### config.mk
export PLATFORM = sky130hd
export DESIGN_NAME = master_axi_read_arbiter_flat
export DESIGN_NICKNAME = d
export VERILOG_FILES = /design/src/rtl/master_axi_read_arbiter_if.sv /design/src/rtl/master_axi_read_arbiter.sv /design/src/flat_wrapper.sv
export SDC_FILE = /design/constraint.sdc
export NUM_CORES = 1
export LEC_CHECK = 0
export ABC_CLOCK_PERIOD_IN_PS = 1900
export CORE_AREA = 2 2 54 56
export DETAILED_ROUTE_END_ITERATION = 7
export DIE_AREA = 0 0 56 58
export HOLD_SLACK_MARGIN = 0.06
export PLACE_DENSITY_LB_ADDON = 0.05
export SLEW_MARGIN = 20
export SYNTH_ARGS = -nofsm -noshare
export SYNTH_HDL_FRONTEND = slang
export SYNTH_SLANG_ARGS = --single-unit
### constraint.sdc
create_clock -name clock -period 1.9 [get_ports clock]
set_input_delay 0.38 -clock clock [delete_from_list [all_inputs] [get_ports clock]]
set_output_delay 0.38 -clock clock [all_outputs]
set_load 0.01 [all_outputs]
### src/rtl/master_axi_read_arbiter_if.sv
// Request/grant and AXI read-control handshakes between the read arbiter and its
// surroundings. The master modport is the arbiter's view.
interface master_axi_read_arbiter_if #(
    parameter int unsigned REQUESTER_COUNT  = 4,
    parameter int unsigned BEAT_COUNT_WIDTH = 9
);
    logic [REQUESTER_COUNT-1:0]  request;
    logic [REQUESTER_COUNT-1:0]  grant;
    logic [REQUESTER_COUNT-1:0]  done;
    logic                        ar_control_enable;
    logic                        ar_control_done;
    logic                        r_control_enable;
    logic                        r_control_done;
    logic                        r_control_last;
    logic [BEAT_COUNT_WIDTH-1:0] beat_count;
    logic                        beat_overflow;

    modport master (
        input  request, ar_control_done, r_control_done, r_control_last,
        output grant, done, ar_control_enable, r_control_enable, beat_count, beat_overflow
    );

    modport slave (
        output request, ar_control_done, r_control_done, r_control_last,
        input  grant, done, ar_control_enable, r_control_enable, beat_count, beat_overflow
    );
endinterface

### src/rtl/master_axi_read_arbiter.sv
// Round-robin arbiter sharing one AXI read channel: grants a requester, runs its
// address phase, then counts data beats until RLAST and releases the channel.
module master_axi_read_arbiter #(
    parameter int unsigned REQUESTER_COUNT  = 4,
    parameter int unsigned BEAT_COUNT_WIDTH = 9
) (
    input logic                      clock,
    input logic                      reset_n,
    master_axi_read_arbiter_if.master bus
);
    localparam int unsigned IdxW = $clog2(REQUESTER_COUNT);

    typedef enum logic [1:0] {StIdle, StAddr, StData} state_e;

    state_e                      state_q, state_d;
    logic [REQUESTER_COUNT-1:0]  grant_q, grant_d;
    logic [REQUESTER_COUNT-1:0]  done_q, done_d;
    logic [IdxW-1:0]             ptr_q, ptr_d;
    logic [BEAT_COUNT_WIDTH-1:0] beat_q, beat_d;
    logic                        ovf_q, ovf_d;

    logic            sel_found;
    logic [IdxW-1:0] sel_idx;
    logic [IdxW-1:0] cand;
    logic [IdxW-1:0] owner_idx;

    // First requesting index strictly after the pointer, wrapping around.
    always_comb begin
        sel_found = 1'b0;
        sel_idx   = ptr_q;
        cand      = ptr_q;
        for (int unsigned k = 1; k <= REQUESTER_COUNT; k++) begin
            cand = IdxW'((int'(ptr_q) + int'(k)) % int'(REQUESTER_COUNT));
            if (!sel_found && bus.request[cand]) begin
                sel_found = 1'b1;
                sel_idx   = cand;
            end
        end
    end

    always_comb begin
        owner_idx = '0;
        for (int unsigned i = 0; i < REQUESTER_COUNT; i++) begin
            if (grant_q[i]) owner_idx = IdxW'(i);
        end
    end

    always_ff @(posedge clock or negedge reset_n) begin
        if (!reset_n) begin
            state_q <= StIdle;
            grant_q <= '0;
            done_q  <= '0;
            ptr_q   <= IdxW'(REQUESTER_COUNT - 1);
            beat_q  <= '0;
            ovf_q   <= 1'b0;
        end else begin
            state_q <= state_d;
            grant_q <= grant_d;
            done_q  <= done_d;
            ptr_q   <= ptr_d;
            beat_q  <= beat_d;
            ovf_q   <= ovf_d;
        end
    end

    always_comb begin
        state_d = state_q;
        grant_d = grant_q;
        done_d  = '0;
        ptr_d   = ptr_q;
        beat_d  = beat_q;
        ovf_d   = ovf_q;
        unique case (state_q)
            StIdle: begin
                if (sel_found) begin
                    state_d = StAddr;
                    grant_d = REQUESTER_COUNT'(1) << sel_idx;
                    beat_d  = '0;
                end
            end
            StAddr: begin
                if (bus.ar_control_done) state_d = StData;
            end
            StData: begin
                if (bus.r_control_done) begin
                    // A beat arriving with the counter already full is lost.
                    if (beat_q == '1) ovf_d = 1'b1;
                    else              beat_d = beat_q + BEAT_COUNT_WIDTH'(1);
                    if (bus.r_control_last) begin
                        state_d = StIdle;
                        grant_d = '0;
                        done_d  = grant_q;
                        ptr_d   = owner_idx;
                    end
                end
            end
            default: state_d = StIdle;
        endcase
    end

    always_comb begin
        bus.ar_control_enable = (state_q == StAddr);
        bus.r_control_enable  = (state_q == StData);
        bus.grant             = grant_q;
        bus.done              = done_q;
        bus.beat_count        = beat_q;
        bus.beat_overflow     = ovf_q;
    end
endmodule

### src/flat_wrapper.sv
// flat-port wrapper written by rule: the top's interface ports become plain ports
module master_axi_read_arbiter_flat 
#(
    parameter int unsigned REQUESTER_COUNT  = 4,
    parameter int unsigned BEAT_COUNT_WIDTH = 9
)
  (clock, reset_n, bus_request, bus_ar_control_done, bus_r_control_done, bus_r_control_last, bus_grant, bus_done, bus_ar_control_enable, bus_r_control_enable, bus_beat_count, bus_beat_overflow);
  master_axi_read_arbiter_if #(.REQUESTER_COUNT(REQUESTER_COUNT), .BEAT_COUNT_WIDTH(BEAT_COUNT_WIDTH)) bus_i ();
  input logic clock;
  input logic reset_n;
  input wire logic [$bits(bus_i.request)-1:0] bus_request;
  input wire logic [$bits(bus_i.ar_control_done)-1:0] bus_ar_control_done;
  input wire logic [$bits(bus_i.r_control_done)-1:0] bus_r_control_done;
  input wire logic [$bits(bus_i.r_control_last)-1:0] bus_r_control_last;
  output wire logic [$bits(bus_i.grant)-1:0] bus_grant;
  output wire logic [$bits(bus_i.done)-1:0] bus_done;
  output wire logic [$bits(bus_i.ar_control_enable)-1:0] bus_ar_control_enable;
  output wire logic [$bits(bus_i.r_control_enable)-1:0] bus_r_control_enable;
  output wire logic [$bits(bus_i.beat_count)-1:0] bus_beat_count;
  output wire logic [$bits(bus_i.beat_overflow)-1:0] bus_beat_overflow;
  assign bus_i.request = bus_request;
  assign bus_i.ar_control_done = bus_ar_control_done;
  assign bus_i.r_control_done = bus_r_control_done;
  assign bus_i.r_control_last = bus_r_control_last;
  assign bus_grant = bus_i.grant;
  assign bus_done = bus_i.done;
  assign bus_ar_control_enable = bus_i.ar_control_enable;
  assign bus_r_control_enable = bus_i.r_control_enable;
  assign bus_beat_count = bus_i.beat_count;
  assign bus_beat_overflow = bus_i.beat_overflow;
  master_axi_read_arbiter #(.REQUESTER_COUNT(REQUESTER_COUNT), .BEAT_COUNT_WIDTH(BEAT_COUNT_WIDTH)) u_core (.clock(clock), .reset_n(reset_n), .bus(bus_i));
endmodule
==> flow_summary.json, run 1 <==
{
  "ys_warn_count": 0,
  "period_needed_ps": 1810,
  "fin_crit_sh": 0.952,
  "p_leak_uw": 0.000667,
  "cp-end-kind": "register",
  "finalHoldViolCount": 0,
  "synthDistinctLibCells": 34,
  "grt_pass1_wl_microns": 4040,
  "overflow": 0,
  "drv_cap": 0,
  "reg2reg_to": "u_core.bus.beat_count[3]$_DFFE_PN0P_",
  "synth_ff_type": "dfrtp_1",
  "vias_per_cell": 5.34,
  "die_area_sq_um": 3250,
  "vias": 919,
  "ys_seq_area_frac": 0.509,
  "cts_sinks": 22,
  "path_common_cell": "ha_2",
  "wl_per_cell_microns": 13.3,
  "globalplace.congestion": 0.768,
  "core_area_sq_um": 2660,
  "crit_path_max_fanout": 7,
  "grt_max_degree": 23,
  "clkLatencyLatePin_ps": 310,
  "clock_skew_ps": 10.2,
  "rr_startpoint": "u_core.bus.beat_count[0]$_DFFE_PN0P_",
  "synthArstFlopShare": 1.00,
  "required_ps": 2140,
  "maxSlewViolCount": 0,
  "die_x_microns": 56,
  "powerDensity_nw_per_um2": 1130,
  "slew_headroom": 0.773,
  "firstDrtPassIters": 4,
  "critPathKind": "register to register",
  "hold_path.class": "input pin to asynchronous set/reset pin",
  "antenna_found_initial": 0,
  "cts_buffer_depth": 2,
  "hold_buffers": 0,
  "fillCellCount": 245,
  "drive_gt1_frac": 0.213,
  "synth-seq-cells": 22,
  "portBuffers": 28,
  "final_util": 0.578,
  "numCtsBuffers": 3,
  "grt_pass1_vias": 904,
  "critical-path-max-stage-delay_ps": 400,
  "synth_edf_count": 0,
  "report.final.setup_viol": 0,
  "syn_area_sq_um": 1090,
  "initial_utilization": 0.408,
  "cts_root_buf": "clkbuf_4",
  "syn-num-nets": 112,
  "finalNetCount": 153,
  "place_hpwl_microns": 1700,
  "routed_wl_microns": 2290,
  "cts_tree": "yes",
  "worst_pin_slew_ps": 339,
  "die_y_microns": 58,
  "track_usage": 0.158,
  "syn_area_per_cell_sq_um": 10.8,
  "power.total_uw": 1740,
  "place_area_sq_um": 1450,
  "regArea_sq_um": 554,
  "postRouteAntennaNets": 0,
  "status": "completed",
  "cpMaxStageDelayCell": "dfrtp_1",
  "ir_worst_vdd_uv": 863,
  "clk_pin_slew_ps": 140,
  "io_pins": 29,
  "fp-row-count": 19,
  "fmax_mhz": 553,
  "multiInputGateArea_sq_um": 536,
  "drt_iter0_drc": 14,
  "cp_cell_sequence": "ha_2 -> nand3_2 -> nor3_2 -> ha_2 -> nand4bb_4 -> or3_1 -> a21oi_1",
  "diodes": 0,
  "start_kind": "register",
  "r2r_slack_ps": 90,
  "design_area_sq_um": 1540,
  "syn_inst": 101,
  "h-tree-depth": 1,
  "worst-r2r-cell-count": 7,
  "area_delta_synth_final_pct": 41.6,
  "arrival_ps": 2050,
  "drc": 0
}
==> cells by family after synthesis <==
logic type / Yosys count / synth area share
muxes: 2 / 0.0196
adders and majority gates: 2 / 0.0230
and+or+nand+nor: 45 / 0.250
buffers and inverters: 3 / 0.0115
AOI/OAI and AO/OA: 23 / 0.154
DFF: 22 / 0.509
xor gates and xnor gates: 4 / 0.0323
==> routing by layer <==
layer  vias up  GRT usage  wire [microns]
met4         0     0.0646              14
met3         2     0.0313             102
met2        24      0.240            1020
li1        446          -               -
met5         -          0               0
met1       447      0.223            1150
==> stage by stage <==
| step | instances | setup TNS (ps) | setup WS, ps | hold slack (ps) |
|---|---|---|---|---|
| after global placement | 166 | 0 | 57.5 | 477 |
| after CTS | 172 | 0 | 6.48 | 397 |
| after detailed placement | 166 | 0 | 24.7 | 477 |
| after global routing | 172 | -14.3 | -14.3 | 409 |
| final | 172 | 0 | 90.5 | 390 |
| after floorplan | 101 | 0 | 30.9 | 84.4 |
==> synth_stat cells, types with 2 or more instances <==
cell	n	area, sq um
inv_1	2	7.51
o31ai_1	2	15.0
a211o_1	2	17.5
nand3_1	6	30.0
xnor2_1	3	26.3
and2_1	3	18.8
nand2_1	11	41.3
o21ai_0	6	30.0
a21oi_1	4	20.0
nor2_1	7	26.3
dfstp_2	2	52.6
ha_1	2	25.0
nand2b_1	3	18.8
or3_1	2	12.5
a22o_1	3	26.3
dfrtp_1	20	500
nor2_2	3	18.8
nor3_1	4	20.0
==> flip-flops by register name, summed over array words and instances, names as in the netlist <==
signal	flops
u_core.ptr_q	2
u_core.bus.beat_count	9
u_core.bus.done	4
u_core.bus.beat_overflow	1
u_core.bus.grant	4
u_core.state_q	2
==> how the worst max path moves through the flow <==
stage,start,endpoint,cells past startpoint
after floorplan,u_core.bus.beat_count[0]$_DFFE_PN0P_,u_core.bus.beat_count[7]$_DFFE_PN0P_,8
after global placement,bus_request[3],u_core.bus.beat_count[0]$_DFFE_PN0P_,5
after detailed placement,u_core.bus.beat_count[0]$_DFFE_PN0P_,u_core.bus.beat_count[7]$_DFFE_PN0P_,8
after CTS,u_core.bus.beat_count[0]$_DFFE_PN0P_,u_core.bus.beat_count[7]$_DFFE_PN0P_,8
after global routing,u_core.bus.beat_count[1]$_DFFE_PN0P_,u_core.bus.beat_count[3]$_DFFE_PN0P_,7
final,u_core.bus.beat_count[0]$_DFFE_PN0P_,u_core.bus.beat_count[3]$_DFFE_PN0P_,7
==> worst max-delay path: cells and delay by family (launching register included) <==
| kind | cells | cell delay [ps] |
|---|---|---|
| fa+ha+maj | 2 | 390 |
| simple gates | 4 | 820 |
| flops | 1 | 400 |
| compound gates | 1 | 140 |
==> where the power goes <==
part	switching, uW	internal [uW]
sequential	87.8	574
clock	152	213
combinational	346	366
==> area by class of cell <==
class | instances | share of cell area
inverter | 2 | 0.00488
clock inverter | 1 | 0.0195
clock buffer | 3 | 0.0146
tap | 31 | 0.0252
multi-input combinational | 76 | 0.348
sequential | 22 | 0.360
timing repair buffer | 37 | 0.227
==> what timing repair did <==
action | in CTS | in global routing
hold endpoints to repair | 0 | 0
pin swaps | 0 | 5
buffers inserted | 2 | 0
setup endpoints to repair | 2 | 10
resized for setup | 2 | 5
==> placed cells by master, fill, tap and decap left out, types with 2 or more instances in the layout <==
cell type        netlist  layout
clkdlybuf4s50_1        0      26
dfrtp_1               20      19
nand2_1               11      11
buf_4                  0       9
nor2_1                 7       7
o21ai_0                6       6
nand3_1                6       5
a21oi_1                4       4
and2_1                 3       3
nor2_2                 3       3
a22o_1                 3       3
nand2b_1               3       3
nor3_1                 4       3
xnor2_1                3       3
clkbuf_4               0       3
inv_1                  2       2
a211o_1                2       2
o31ai_1                2       2
or3_1                  2       2
ha_2                   0       2
dfstp_2                2       2
Note: power is estimated with default switching activity, not from simulation.
==> run 2, diff against run 1 <==
--- a/config.mk
+++ b/config.mk
@@ -7,6 +7,7 @@
 export LEC_CHECK = 0
 export ABC_CLOCK_PERIOD_IN_PS = 1900
 export CORE_AREA = 2 2 54 56
+export CTS_CLUSTER_DIAMETER = 60
 export DETAILED_ROUTE_END_ITERATION = 7
 export DIE_AREA = 0 0 56 58
 export HOLD_SLACK_MARGIN = 0.06
==> results of run 2 <==
Same layout as run 1: the final DEF is identical, and so are final timing and power.
==> run 3, diff against run 2 <==
--- a/config.mk
+++ b/config.mk
@@ -6,10 +6,10 @@
 export NUM_CORES = 1
 export LEC_CHECK = 0
 export ABC_CLOCK_PERIOD_IN_PS = 1900
-export CORE_AREA = 2 2 54 56
+export CORE_AREA = 2 2 59 61
 export CTS_CLUSTER_DIAMETER = 60
 export DETAILED_ROUTE_END_ITERATION = 7
-export DIE_AREA = 0 0 56 58
+export DIE_AREA = 0 0 61 63
 export HOLD_SLACK_MARGIN = 0.06
 export PLACE_DENSITY_LB_ADDON = 0.05
 export SLEW_MARGIN = 20
==> flow_summary.json, run 3 (synthesis results as in run 1) <==
{
  "place_area_sq_um": 1480,
  "status": "completed",
  "hold_buffers": 0,
  "worst_pin_slew_ps": 309,
  "antenna_found_initial": 0,
  "start_kind": "register",
  "vias": 903,
  "numCtsBuffers": 3,
  "drv_cap": 0,
  "design_area_sq_um": 1580,
  "die_x_microns": 61,
  "ir_worst_vdd_uv": 627,
  "hold_path.class": "input pin to asynchronous set/reset pin",
  "h-tree-depth": 1,
  "cts_buffer_depth": 2,
  "dp.cells": 182,
  "globalplace.congestion": 0.754,
  "cts_sinks": 22,
  "cts_root_buf": "clkbuf_4",
  "die_y_microns": 63,
  "overflow": 0,
  "grt_pass1_vias": 921,
  "required_ps": 2130,
  "r2r_slack_ps": 60,
  "firstDrtPassIters": 4,
  "hold_ws_ps": 384,
  "area_delta_synth_final_pct": 45.3,
  "routed_wl_microns": 2350,
  "critPathKind": "register to register",
  "grt_max_degree": 23,
  "place_hpwl_microns": 1800,
  "fillCellCount": 312,
  "clkLatencyLatePin_ps": 320,
  "drt_iter0_drc": 36,
  "wl_per_cell_microns": 12.5,
  "clk_pin_slew_ps": 130,
  "largest_reg_flops": 9,
  "grt_pass1_wl_microns": 4080,
  "postRouteAntennaNets": 0,
  "layout_commonest_cell": "clkdlybuf4s50_1",
  "finalHoldViolCount": 0,
  "cts_tree": "yes",
  "crit_path_max_fanout": 6,
  "most-common-layout-cells": "26 x clkdlybuf4s50_1, 19 x dfrtp_1, 11 x nand2_1",
  "p_leak_uw": 0.000673,
  "fin_crit_sh": 0.966,
  "track_usage": 0.145,
  "period_needed_ps": 1840,
  "portBuffers": 28,
  "core_area_sq_um": 3230,
  "diodes": 0,
  "cp-end-kind": "register",
  "initial_utilization": 0.336,
  "report.final.setup_viol": 0,
  "die_area_sq_um": 3840,
  "rsz0062_at_grt": "true",
  "arrival_ps": 2070,
  "clock_skew_ps": 3.56,
  "vias_per_cell": 4.80,
  "drive_gt1_frac": 0.239,
  "powerDensity_nw_per_um2": 1100,
  "slew_headroom": 0.793,
  "fp-row-count": 21,
  "fmax_mhz": 545,
  "drc": 0,
  "io_pins": 29,
  "stdcell_count": 188,
  "finalNetCount": 154,
  "maxSlewViolCount": 0
}
==> run 3: cell types whose count changed in the layout (fill, tap and decap cells not counted), sizes merged <==
cell and change:
buf +1
==> run 3: stage by stage <==
| step | utilization | setup slack (ps) | total power, uW | TNS [ps] |
|---|---|---|---|---|
| 2_1_floorplan | - | 30.9 | 1060 | 0 |
| 4_1_cts | 0.476 | 13.0 | 1760 | 0 |
| 6_report | 0.488 | 65.0 | 1740 | 0 |
| 3_5_place_dp | 0.458 | 28.9 | 1370 | 0 |
| 5_1_grt | 0.488 | -18.4 | 1870 | -24.4 |
| 3_3_place_gp | 0.458 | 47.7 | 1360 | 0 |
==> run 3: power by group <==
group / switching [uW] / leakage (uW) / total [uW] / internal, uW
clock: 153 / 0.0000279 / 366 / 214
combinational: 343 / 0.000353 / 713 / 371
sequential: 85.9 / 0.000292 / 660 / 574
total: 581 / 0.000673 / 1740 / 1160
==> run 3: area by class of cell <==
cell class                 instances  area (sq um)  share of cell area
inverter                           2          7.51             0.00476
timing repair buffer              38           357               0.226
multi-input combinational         76           549               0.348
sequential                        22           554               0.351
clock inverter                     1          30.0              0.0190
tap                               46          57.6              0.0365
clock buffer                       3          22.5              0.0143
==> run 3: worst max-delay path: stages, from the launching register on <==
cell and delay (ps):
dfrtp_1 420, ha_2 190, nand3_2 90, nor3_2 50, ha_2 180, nand4bb_4 280, nor4_4 330, xnor2_1 160
nor2_2 40
==> run 3: final timing paths <==
kind	cells past startpoint	endpoint	startpoint
hold / removal	2	u_core.bus.beat_count[7]$_DFFE_PN0P_	reset_n
setup / recovery	8	u_core.bus.beat_count[7]$_DFFE_PN0P_	u_core.bus.beat_count[1]$_DFFE_PN0P_
hold reg to reg	1	u_core.bus.beat_overflow$_DFFE_PN0P_	u_core.bus.beat_overflow$_DFFE_PN0P_
setup reg to reg	8	u_core.bus.beat_count[7]$_DFFE_PN0P_	u_core.bus.beat_count[1]$_DFFE_PN0P_
max in group asynchronous	2	u_core.ptr_q[1]$_DFFE_PN1P_	reset_n
min in group clock	1	u_core.bus.beat_overflow$_DFFE_PN0P_	u_core.bus.beat_overflow$_DFFE_PN0P_
==> run 3: timing repair <==
item                       CTS  global route
setup endpoints to repair    2            10
setup buffers                1             1
pin swaps                    0             3
cloned                       0             0
gates resized for setup      2             8
==> run 3: layer usage <==
layer / vias up / GRT usage / wire (microns)
met5: - / 0 / 0
li1: 445 / - / -
met2: 23 / 0.226 / 1140
met1: 430 / 0.191 / 1070
met4: 0 / 0.0652 / 52
met3: 5 / 0.0248 / 87
